File: src/rtl/exe_stage_muldiv_pkg.sv
// Shared definitions for the execute stage: datapath widths, EXE_CMD encodings
// and the IDLE/BUSY state constants of the multi-cycle sequencer.
package exe_stage_muldiv_pkg;

    localparam int WORD_LEN_DEF     = 32;
    localparam int REG_ADDR_LEN_DEF = 5;

    localparam logic [3:0] EXE_ADD = 4'd0;
    localparam logic [3:0] EXE_SUB = 4'd1;
    localparam logic [3:0] EXE_AND = 4'd2;
    localparam logic [3:0] EXE_OR  = 4'd3;
    localparam logic [3:0] EXE_NOR = 4'd4;
    localparam logic [3:0] EXE_XOR = 4'd5;
    localparam logic [3:0] EXE_SLL = 4'd6;
    localparam logic [3:0] EXE_SRL = 4'd7;
    localparam logic [3:0] EXE_SRA = 4'd8;
    localparam logic [3:0] EXE_MUL = 4'd9;
    localparam logic [3:0] EXE_DIV = 4'd10;

    localparam logic [0:0] ST_IDLE = 1'b0;
    localparam logic [0:0] ST_BUSY = 1'b1;

endpackage

File: src/rtl/exe_stage_muldiv_iter.sv
// Iterative engine: one shift-add (MUL, low word of unsigned product) or one
// restoring-divide step (DIV, unsigned quotient) per clock, W steps per op.
module exe_stage_muldiv_iter
    import exe_stage_muldiv_pkg::*;
#(
    parameter int W = WORD_LEN_DEF
) (
    input  logic         clk,
    input  logic         rst,
    input  logic         abort,
    input  logic         start,
    input  logic         op,
    input  logic [W-1:0] a,
    input  logic [W-1:0] b,
    output logic         busy,
    output logic         done,
    output logic [W-1:0] result
);
    localparam int CW = $clog2(W);

    logic [CW-1:0] cnt;
    logic          op_div;
    // acc: product accumulator / partial remainder; sh_a: multiplicand / dividend-quotient; sh_b: multiplier / divisor
    logic [W-1:0]  acc;
    logic [W-1:0]  sh_a;
    logic [W-1:0]  sh_b;

    logic [W-1:0]  mul_acc_nx;
    logic [W:0]    rem_sh;
    logic          q_bit;
    logic [W-1:0]  rem_nx;
    logic [W-1:0]  quo_nx;

    always_comb begin
        mul_acc_nx = acc + (sh_b[0] ? sh_a : '0);
        rem_sh     = {acc, sh_a[W-1]};
        q_bit      = (rem_sh >= {1'b0, sh_b});
        rem_nx     = q_bit ? W'(rem_sh - {1'b0, sh_b}) : rem_sh[W-1:0];
        quo_nx     = {sh_a[W-2:0], q_bit};
    end

    // The final step's value is presented combinationally so the caller can register it on the done edge.
    assign done   = busy && (cnt == CW'(W - 1));
    assign result = op_div ? quo_nx : mul_acc_nx;

    always_ff @(posedge clk) begin
        if (rst || abort) begin
            busy <= 1'b0;
            cnt  <= '0;
        end else if (start) begin
            busy <= 1'b1;
            cnt  <= '0;
        end else if (busy) begin
            cnt <= cnt + 1'b1;
            if (done) begin
                busy <= 1'b0;
            end
        end
    end

    always_ff @(posedge clk) begin
        if (start && !busy) begin
            op_div <= op;
            acc    <= '0;
            sh_a   <= a;
            sh_b   <= b;
        end else if (busy) begin
            if (op_div) begin
                acc  <= rem_nx;
                sh_a <= quo_nx;
            end else begin
                acc  <= mul_acc_nx;
                sh_a <= sh_a << 1;
                sh_b <= sh_b >> 1;
            end
        end
    end

endmodule

File: src/rtl/exe_stage_muldiv.sv
// Execute stage with EXE/MEM register: single-cycle ALU plus an iterative
// MUL/DIV engine that stalls upstream until its result is registered.
module exe_stage_muldiv
    import exe_stage_muldiv_pkg::*;
#(
    parameter int WORD_LEN     = WORD_LEN_DEF,
    parameter int REG_ADDR_LEN = REG_ADDR_LEN_DEF
) (
    input  logic                    clk,
    input  logic                    rst,
    input  logic                    flush,
    input  logic                    in_valid,
    input  logic [3:0]              EXE_CMD,
    input  logic [WORD_LEN-1:0]     val1,
    input  logic [WORD_LEN-1:0]     val2,
    input  logic [WORD_LEN-1:0]     ST_val_in,
    input  logic [REG_ADDR_LEN-1:0] dest_in,
    input  logic                    MEM_R_EN_in,
    input  logic                    MEM_W_EN_in,
    input  logic                    WB_EN_in,
    output logic                    stall,
    output logic                    out_valid,
    output logic [WORD_LEN-1:0]     ALU_res,
    output logic [WORD_LEN-1:0]     ST_value,
    output logic [REG_ADDR_LEN-1:0] dest,
    output logic                    MEM_R_EN,
    output logic                    MEM_W_EN,
    output logic                    WB_EN
);
    logic [0:0]                 state;
    logic                       accept;
    logic                       is_multi;
    logic                       eng_start;
    logic                       eng_busy;
    logic                       eng_done;
    logic [WORD_LEN-1:0]        eng_result;
    logic [WORD_LEN-1:0]        alu_out;
    logic signed [WORD_LEN-1:0] val1_s;
    logic [4:0]                 shamt;

    logic [WORD_LEN-1:0]        hold_st;
    logic [REG_ADDR_LEN-1:0]    hold_dest;
    logic                       hold_mem_r;
    logic                       hold_mem_w;
    logic                       hold_wb;

    assign stall     = (state == ST_BUSY);
    assign accept    = in_valid && (state == ST_IDLE) && !flush;
    // Divide by zero stays single-cycle so the engine never sees a zero divisor.
    assign is_multi  = (EXE_CMD == EXE_MUL) || ((EXE_CMD == EXE_DIV) && (val2 != '0));
    assign eng_start = accept && is_multi;
    assign val1_s    = val1;
    assign shamt     = val2[4:0];

    always_comb begin
        alu_out = '0;
        case (EXE_CMD)
            EXE_ADD: alu_out = val1 + val2;
            EXE_SUB: alu_out = val1 - val2;
            EXE_AND: alu_out = val1 & val2;
            EXE_OR:  alu_out = val1 | val2;
            EXE_NOR: alu_out = ~(val1 | val2);
            EXE_XOR: alu_out = val1 ^ val2;
            EXE_SLL: alu_out = val1 << shamt;
            EXE_SRL: alu_out = val1 >> shamt;
            EXE_SRA: alu_out = WORD_LEN'(val1_s >>> shamt);
            EXE_DIV: alu_out = '1;
            default: alu_out = '0;
        endcase
    end

    exe_stage_muldiv_iter #(.W(WORD_LEN)) u_iter (
        .clk    (clk),
        .rst    (rst),
        .abort  (flush),
        .start  (eng_start),
        .op     (EXE_CMD == EXE_DIV),
        .a      (val1),
        .b      (val2),
        .busy   (eng_busy),
        .done   (eng_done),
        .result (eng_result)
    );

    always_ff @(posedge clk) begin
        if (eng_start) begin
            hold_st    <= ST_val_in;
            hold_dest  <= dest_in;
            hold_mem_r <= MEM_R_EN_in;
            hold_mem_w <= MEM_W_EN_in;
            hold_wb    <= WB_EN_in;
        end
    end

    // EXE/MEM register boundary
    always_ff @(posedge clk) begin
        if (rst) begin
            state     <= ST_IDLE;
            out_valid <= 1'b0;
            ALU_res   <= '0;
            ST_value  <= '0;
            dest      <= '0;
            MEM_R_EN  <= 1'b0;
            MEM_W_EN  <= 1'b0;
            WB_EN     <= 1'b0;
        end else if (flush) begin
            state     <= ST_IDLE;
            out_valid <= 1'b0;
            MEM_R_EN  <= 1'b0;
            MEM_W_EN  <= 1'b0;
            WB_EN     <= 1'b0;
        end else if (state == ST_BUSY) begin
            if (eng_done) begin
                state     <= ST_IDLE;
                out_valid <= 1'b1;
                ALU_res   <= eng_result;
                ST_value  <= hold_st;
                dest      <= hold_dest;
                MEM_R_EN  <= hold_mem_r;
                MEM_W_EN  <= hold_mem_w;
                WB_EN     <= hold_wb;
            end else begin
                if (!eng_busy) begin
                    state <= ST_IDLE;
                end
                out_valid <= 1'b0;
                MEM_R_EN  <= 1'b0;
                MEM_W_EN  <= 1'b0;
                WB_EN     <= 1'b0;
            end
        end else if (accept && !is_multi) begin
            out_valid <= 1'b1;
            ALU_res   <= alu_out;
            ST_value  <= ST_val_in;
            dest      <= dest_in;
            MEM_R_EN  <= MEM_R_EN_in;
            MEM_W_EN  <= MEM_W_EN_in;
            WB_EN     <= WB_EN_in;
        end else begin
            if (accept) begin
                state <= ST_BUSY;
            end
            out_valid <= 1'b0;
            MEM_R_EN  <= 1'b0;
            MEM_W_EN  <= 1'b0;
            WB_EN     <= 1'b0;
        end
    end

endmodule
File: config.mk
export PLATFORM = sky130hd
export DESIGN_NAME = exe_stage_muldiv
export DESIGN_NICKNAME = d
export VERILOG_FILES = /design/src/rtl/exe_stage_muldiv_pkg.sv /design/src/rtl/exe_stage_muldiv_iter.sv /design/src/rtl/exe_stage_muldiv.sv
export SDC_FILE = /design/constraint.sdc
export NUM_CORES = 1
export LEC_CHECK = 0
export BUFFER_PORTS_ARGS = -buffer_cell sky130_fd_sc_hd__buf_2
export CAP_MARGIN = 20
export CORE_MARGIN = 5
export CORE_UTILIZATION = 50
export CTS_BUF_LIST = sky130_fd_sc_hd__clkbuf_8 sky130_fd_sc_hd__clkbuf_16
export DETAILED_ROUTE_END_ITERATION = 8
export PLACE_DENSITY = 0.74
export SYNTH_ARGS = -nofsm -noshare
export SYNTH_HDL_FRONTEND = slang
export SYNTH_SLANG_ARGS = --single-unit
File: constraint.sdc
create_clock -name clk -period 13.6 [get_ports clk]
set_input_delay 0.68 -clock clk [delete_from_list [all_inputs] [get_ports clk]]
set_output_delay 0.68 -clock clk [all_outputs]
set_load 0.1 [all_outputs]
After elaboration in Yosys (flattened, before gate mapping)
Index checks and enable logic that the tools add are counted.
Widths: inputs -> output; s select.
{ "word_totals": {"regBits": 217, "elab_cells": 107, "out_inout_bits": 74} }
{ "op_classes": {"n_lt_le_gt_ge": 1, "bitwise_logic": 6, "reduce_logical": 20, "n_shift": 3, "n_eq_ne": 13, "add_sub_neg": 5, "n_mux": 40} }
{ "ops": {"columns": ["operator", "n"], "rows": [
  ["$mux 32", 15],
  ["$pmux 32 s10", 1],
  ["$add 32x32->32", 2],
  ["$sub 32x32->32", 2],
  ["$ge 33x32->1", 1],
  ["$and 32x32->32", 1],
  ["$not 32->32", 1],
  ["$or 32x32->32", 1],
  ["$reduce_bool 32->1", 1],
  ["$shl 32x5->32", 1],
  ["$shr 32x5->32", 1],
  ["$sshr 32x5->32", 1],
  ["$xor 32x32->32", 1],
  ["$mux 1", 21],
  ["$eq 4x3->1 const B", 4],
  ["$mux 5", 3],
  ["$eq 4x4->1 const B", 3],
  ["$eq 4x2->1 const B", 2],
  ["$logic_and 1x1->1", 7],
  ["$add 5x1->5 const B", 1],
  ["$eq 5x5->1 const B", 1],
  ["$eq 4x1->1 const B", 1],
  ["$logic_not 4->1", 1],
  ["$reduce_bool 2->1", 2],
  ["8 further kinds", 13]
]} }

Depth between registers and ports, before layout
{ "logic_depth": {"word_depth": 7, "mapped_depth": 22, "depth_no_buf": 18} }

Cells and area by module
Synthesis repeated with hierarchy kept, for this count alone.
{ "unflattened": {"hier_cells": 2588, "area_unflattened_um2": 21496.9} }
{ "modules_own_cells": {"columns": ["module", "area_each_um2", "seq_area_each_um2", "instances", "cells_each"], "rows": [
  ["exe_stage_muldiv", 12979.9, 2682.6, 1, 1596],
  ["exe_stage_muldiv_iter", 8516.9, 2712.6, 1, 992]
]} }

Least setup slack after synthesis
OpenSTA, ideal clock, no wires.
{ "synth_path": {"kind": "input to register", "from": "in val2[0]", "to": "reg ALU_res[29]", "arrival_time_ns": 4.673, "setup_time_ns": 0.132, "path_slack_ns": 8.795, "cell_stages": 20, "cell_sequence": "buf_2 buf_4 buf_2 buf_2 inv_1 ha_1 nand4_1 o41ai_1 xnor2_1 ha_1 nand4_1 or4_1 a211oi_1 a21oi_1 a31oi_1 a41oi_1 a211o_1 mux2i_1 a221oi_1 nor3_1"} }
{ "synth_between": {"elab_chain_cells": 7, "elab_cells_between_ends": 15} }
{ "synth_rtl": {"columns": ["element", "line_no", "source"], "rows": [
  ["start, declared", "exe_stage_muldiv.sv:15", "input logic [WORD_LEN-1:0] val2,"],
  ["parallel branches: the longest is 7 deep, another holds $sub 32x32->32", null, null],
  ["end signal, assigned", "exe_stage_muldiv.sv:116", "ALU_res <= eng_result;"],
  ["end signal, assigned", "exe_stage_muldiv.sv:133", "ALU_res <= alu_out;"],
  ["end, declared", "exe_stage_muldiv.sv:23", "output logic [WORD_LEN-1:0] ALU_res,"]
]} }
Parallel ways; which one is timed is not known. The select of a mux whose other input is x is not followed.
A chain may end at the register's enable or synchronous reset.

Worst setup path in the final report
{ "layout_path": {"from": "in val2[1]", "to": "reg ALU_res[31]"} }
Same word-level chain as after synthesis.

==> qor.yml <==
min_period_ns: 5.33
hpwlAfterDp_um: 57200
dr_wl_met3_um: 7700
highest_layer: "met5"
yosys-top-cells-area: "edfxtp_1 (15%), dfxtp_1 (11%), ha_1 (10%), mux4_2 (6.4%), nand2_1 (4.8%)"
drt.antenna.violating_nets: 0
grt_max_degree: 90
crit_chain: "buf_2, buf_4, inv_1, ha_1, nand4_1, o21ai_0, xnor2_1, ha_1, nand4_1, or4_1, a211oi_1, a21oi_1, a31oi_1, a21oi_1, xnor2_1, a2111oi_1, nand2b_1, o21ai_2"
reg2reg_depth: 14
cts_buffers: 25
setup_violations: 0
timing.final.crit_share_pct: 39.2
nets: 2839
path_max_fanout: 68
wl_per_cell_um: 24.3
cts_setup_buffers: 0
grt_pass1_wl_um: 114000
rsz0062_at_grt: "false"
synth_cell_types: 86
leakage_nw: 9.38
routed_wl_um: 75700
drc: 0
finalWorstSetupSlack_ns: 8.27
cpPeakStageDelay_ns: 0.65
cts_resized: 0
cts_buffer_depth: 3
startpoint_type: "input pin"
netSwitchingPower_mw: 1.01
syn-num-nets: 2757
tns_ns: 0
post_drt_via_cell_ratio: 6.57
async_reset_ff_share_pct: 0
gr-usage-all-layers_pct: 32.2
drive_above_1_share_pct: 14.4
antenna_found_initial: 4
grt_overflow: 0
ys_warn_count: 0
cts_hold_buf: 0
total_power_mw: 2.53
drtIter0Drc: 2256
power_density_nw_per_um2: 113
cp.required_ns: 13.99
synth_ff_type: "dfxtp_1"
fmax_ghz: 0.188
dp_slack_ns: 7.81
grt_pass1_vias: 19200
ir_drop_v: 0.0000965
n_fill_cell: 3712
drt_pass1_iterations: 5
drv_cap: 0
wl_met1_um: 30300
die_h_um: 212
h-tree-depth: 1
hold_end: "hold_st[29]"
yosysSeqAreaShare_pct: 26.4
synthTopCellsByCount: "nand2_1 (261), nor2_1 (249), o21ai_0 (195)"
core_um2: 40600
syn-instance-count: 2479
yosysTopAreaCell: "edfxtp_1"
dieArea_um2: 45000
cts.sinks: 217
synth_edf_count: 105
tightestPinTransition_ns: 1.08
clkPwrFrac_pct: 27.9
synth_area_um2: 20400
arrival_ns: 5.72
ys_seq_elements: 217
hold_violations: 0
initial_core_util_pct: 50.2
critPathSlowestCell: "buf_4"
finClkSkew_ns: 0.0199
status: "finished clean"
ioPinCount: 186
clkTransAtPathRegs_ns: 0.08
yosys.cell_count.top_type: "nand2_1"
die_w_um: 212
cts_tree: "yes"
dr_total_vias: 20500
combPwrFrac_pct: 41.4
area.sequential_um2: 5400
numPortBuffers: 185
switching_share_pct: 40.0
slew_headroom_pct: 27.9
avgSynthCellArea_um2: 8.24
ff2ff_setup_slack_ns: 9.04
hp-class: "input pin to flop"
r2r-end: "ALU_res[28]"
p_int_mw: 1.52
multi_input_area_um2: 13900
r2r_start: "u_iter.sh_b[0]"
cts-root-buf: "clkbuf_16"
pwr-share-seq_pct: 30.7
crit_type: "input pin to flop"
endpoint_kind: "flop"
rows: 74
hold_depth: 1
area_delta_synth_final_pct: 10.0
worst_skew_pair.late_latency_ns: 0.55
synth_top_cell_area_share_pct: 15.4
min_from: "ST_val_in[29]"
wl_met2_um: 33500
finalMaxSlewViolations: 0
gp_congestion: 1.02
placed cells by master, fill, tap and decap left out, types with 58 or more instances in the layout:
cell,Yosys,final
edfxtp_1,105,105
buf_2,29,184
inv_1,129,131
mux2i_1,80,80
o21ai_0,195,195
mux4_2,58,58
ha_1,163,163
a21oi_1,163,162
xnor2_1,84,84
dfxtp_1,112,111
nand2_1,261,261
nor2_1,249,247
power groups by stage:
stage                     combinational (mW)  sequential [mW]  clock [mW]
after global placement                 0.997            0.789           0
final                                   1.05            0.779       0.707
after floorplan                        0.661            0.877           0
after CTS                               1.02            0.777       0.716
after global routing                    1.13            0.784       0.742
after detailed placement                1.02            0.791           0
worst max path at each step:
stage | from | end | slack [ns] | cells after the start
after floorplan | val2[0] | ALU_res[29] | 8.80 | 20
after global placement | val2[1] | ALU_res[29] | 7.94 | 18
after detailed placement | val2[1] | ALU_res[31] | 7.81 | 18
after CTS | val2[1] | ALU_res[31] | 8.36 | 18
after global routing | val2[1] | ALU_res[30] | 7.94 | 18
final | val2[1] | ALU_res[31] | 8.27 | 18
per-stage QoR:
stage                     util [%]  hold slack [ns]  area (um^2)  cells
final                         55.3            0.328        22500   3112
after global routing          55.3            0.321        22500   3112
after CTS                     55.3            0.310        22500   3110
after detailed placement      53.1            0.477        21600   3065
after global placement        53.1            0.476        21600   3065
after floorplan                  -            0.455        20400   2479
registers in the layout (all words and copies together), names as in the netlist, 32 cells and up:
name         count
u_iter.sh_a     32
u_iter.acc      32
hold_st         32
ALU_res         32
u_iter.sh_b     32
ST_value        32
final cells by class:
| cell class | count | share of cell area [%] |
|---|---|---|
| Multi-Input combinational cell | 1972 | 61.9 |
| Clock buffer | 28 | 3.02 |
| Antenna cell | 1 | 0.0111 |
| Clock inverter | 17 | 0.813 |
| Tap cell | 532 | 2.96 |
| Timing Repair Buffer | 213 | 5.07 |
| Sequential cell | 217 | 24.0 |
| Inverter | 132 | 2.20 |
worst max-delay path: cells and delay by family:
kind                       cells  cell delay [ns]
and+or+nand+nor                4             1.16
buffers and inverters          3             1.20
adders and majority gates      2             0.75
xor gates and xnor gates       2             0.34
AOI/OAI and AO/OA              7             1.56
cell families after synthesis:
family	after synthesis	synth area share, %
buffers and inverters	290	5.69
xor gates and xnor gates	111	4.76
muxes	148	10.9
AOI/OAI and AO/OA	771	24.7
adders and majority gates	166	10.3
and+or+nand+nor	776	17.3
DFF	217	26.4
metal layers:
layer / up-vias / track usage [%]
met5: - / 0
met1: 9726 / 44.5
met4: 4 / 14.5
met2: 1207 / 50.0
li1: 9311 / -
met3: 211 / 5.18
Note: power is estimated with default switching activity, not from simulation.
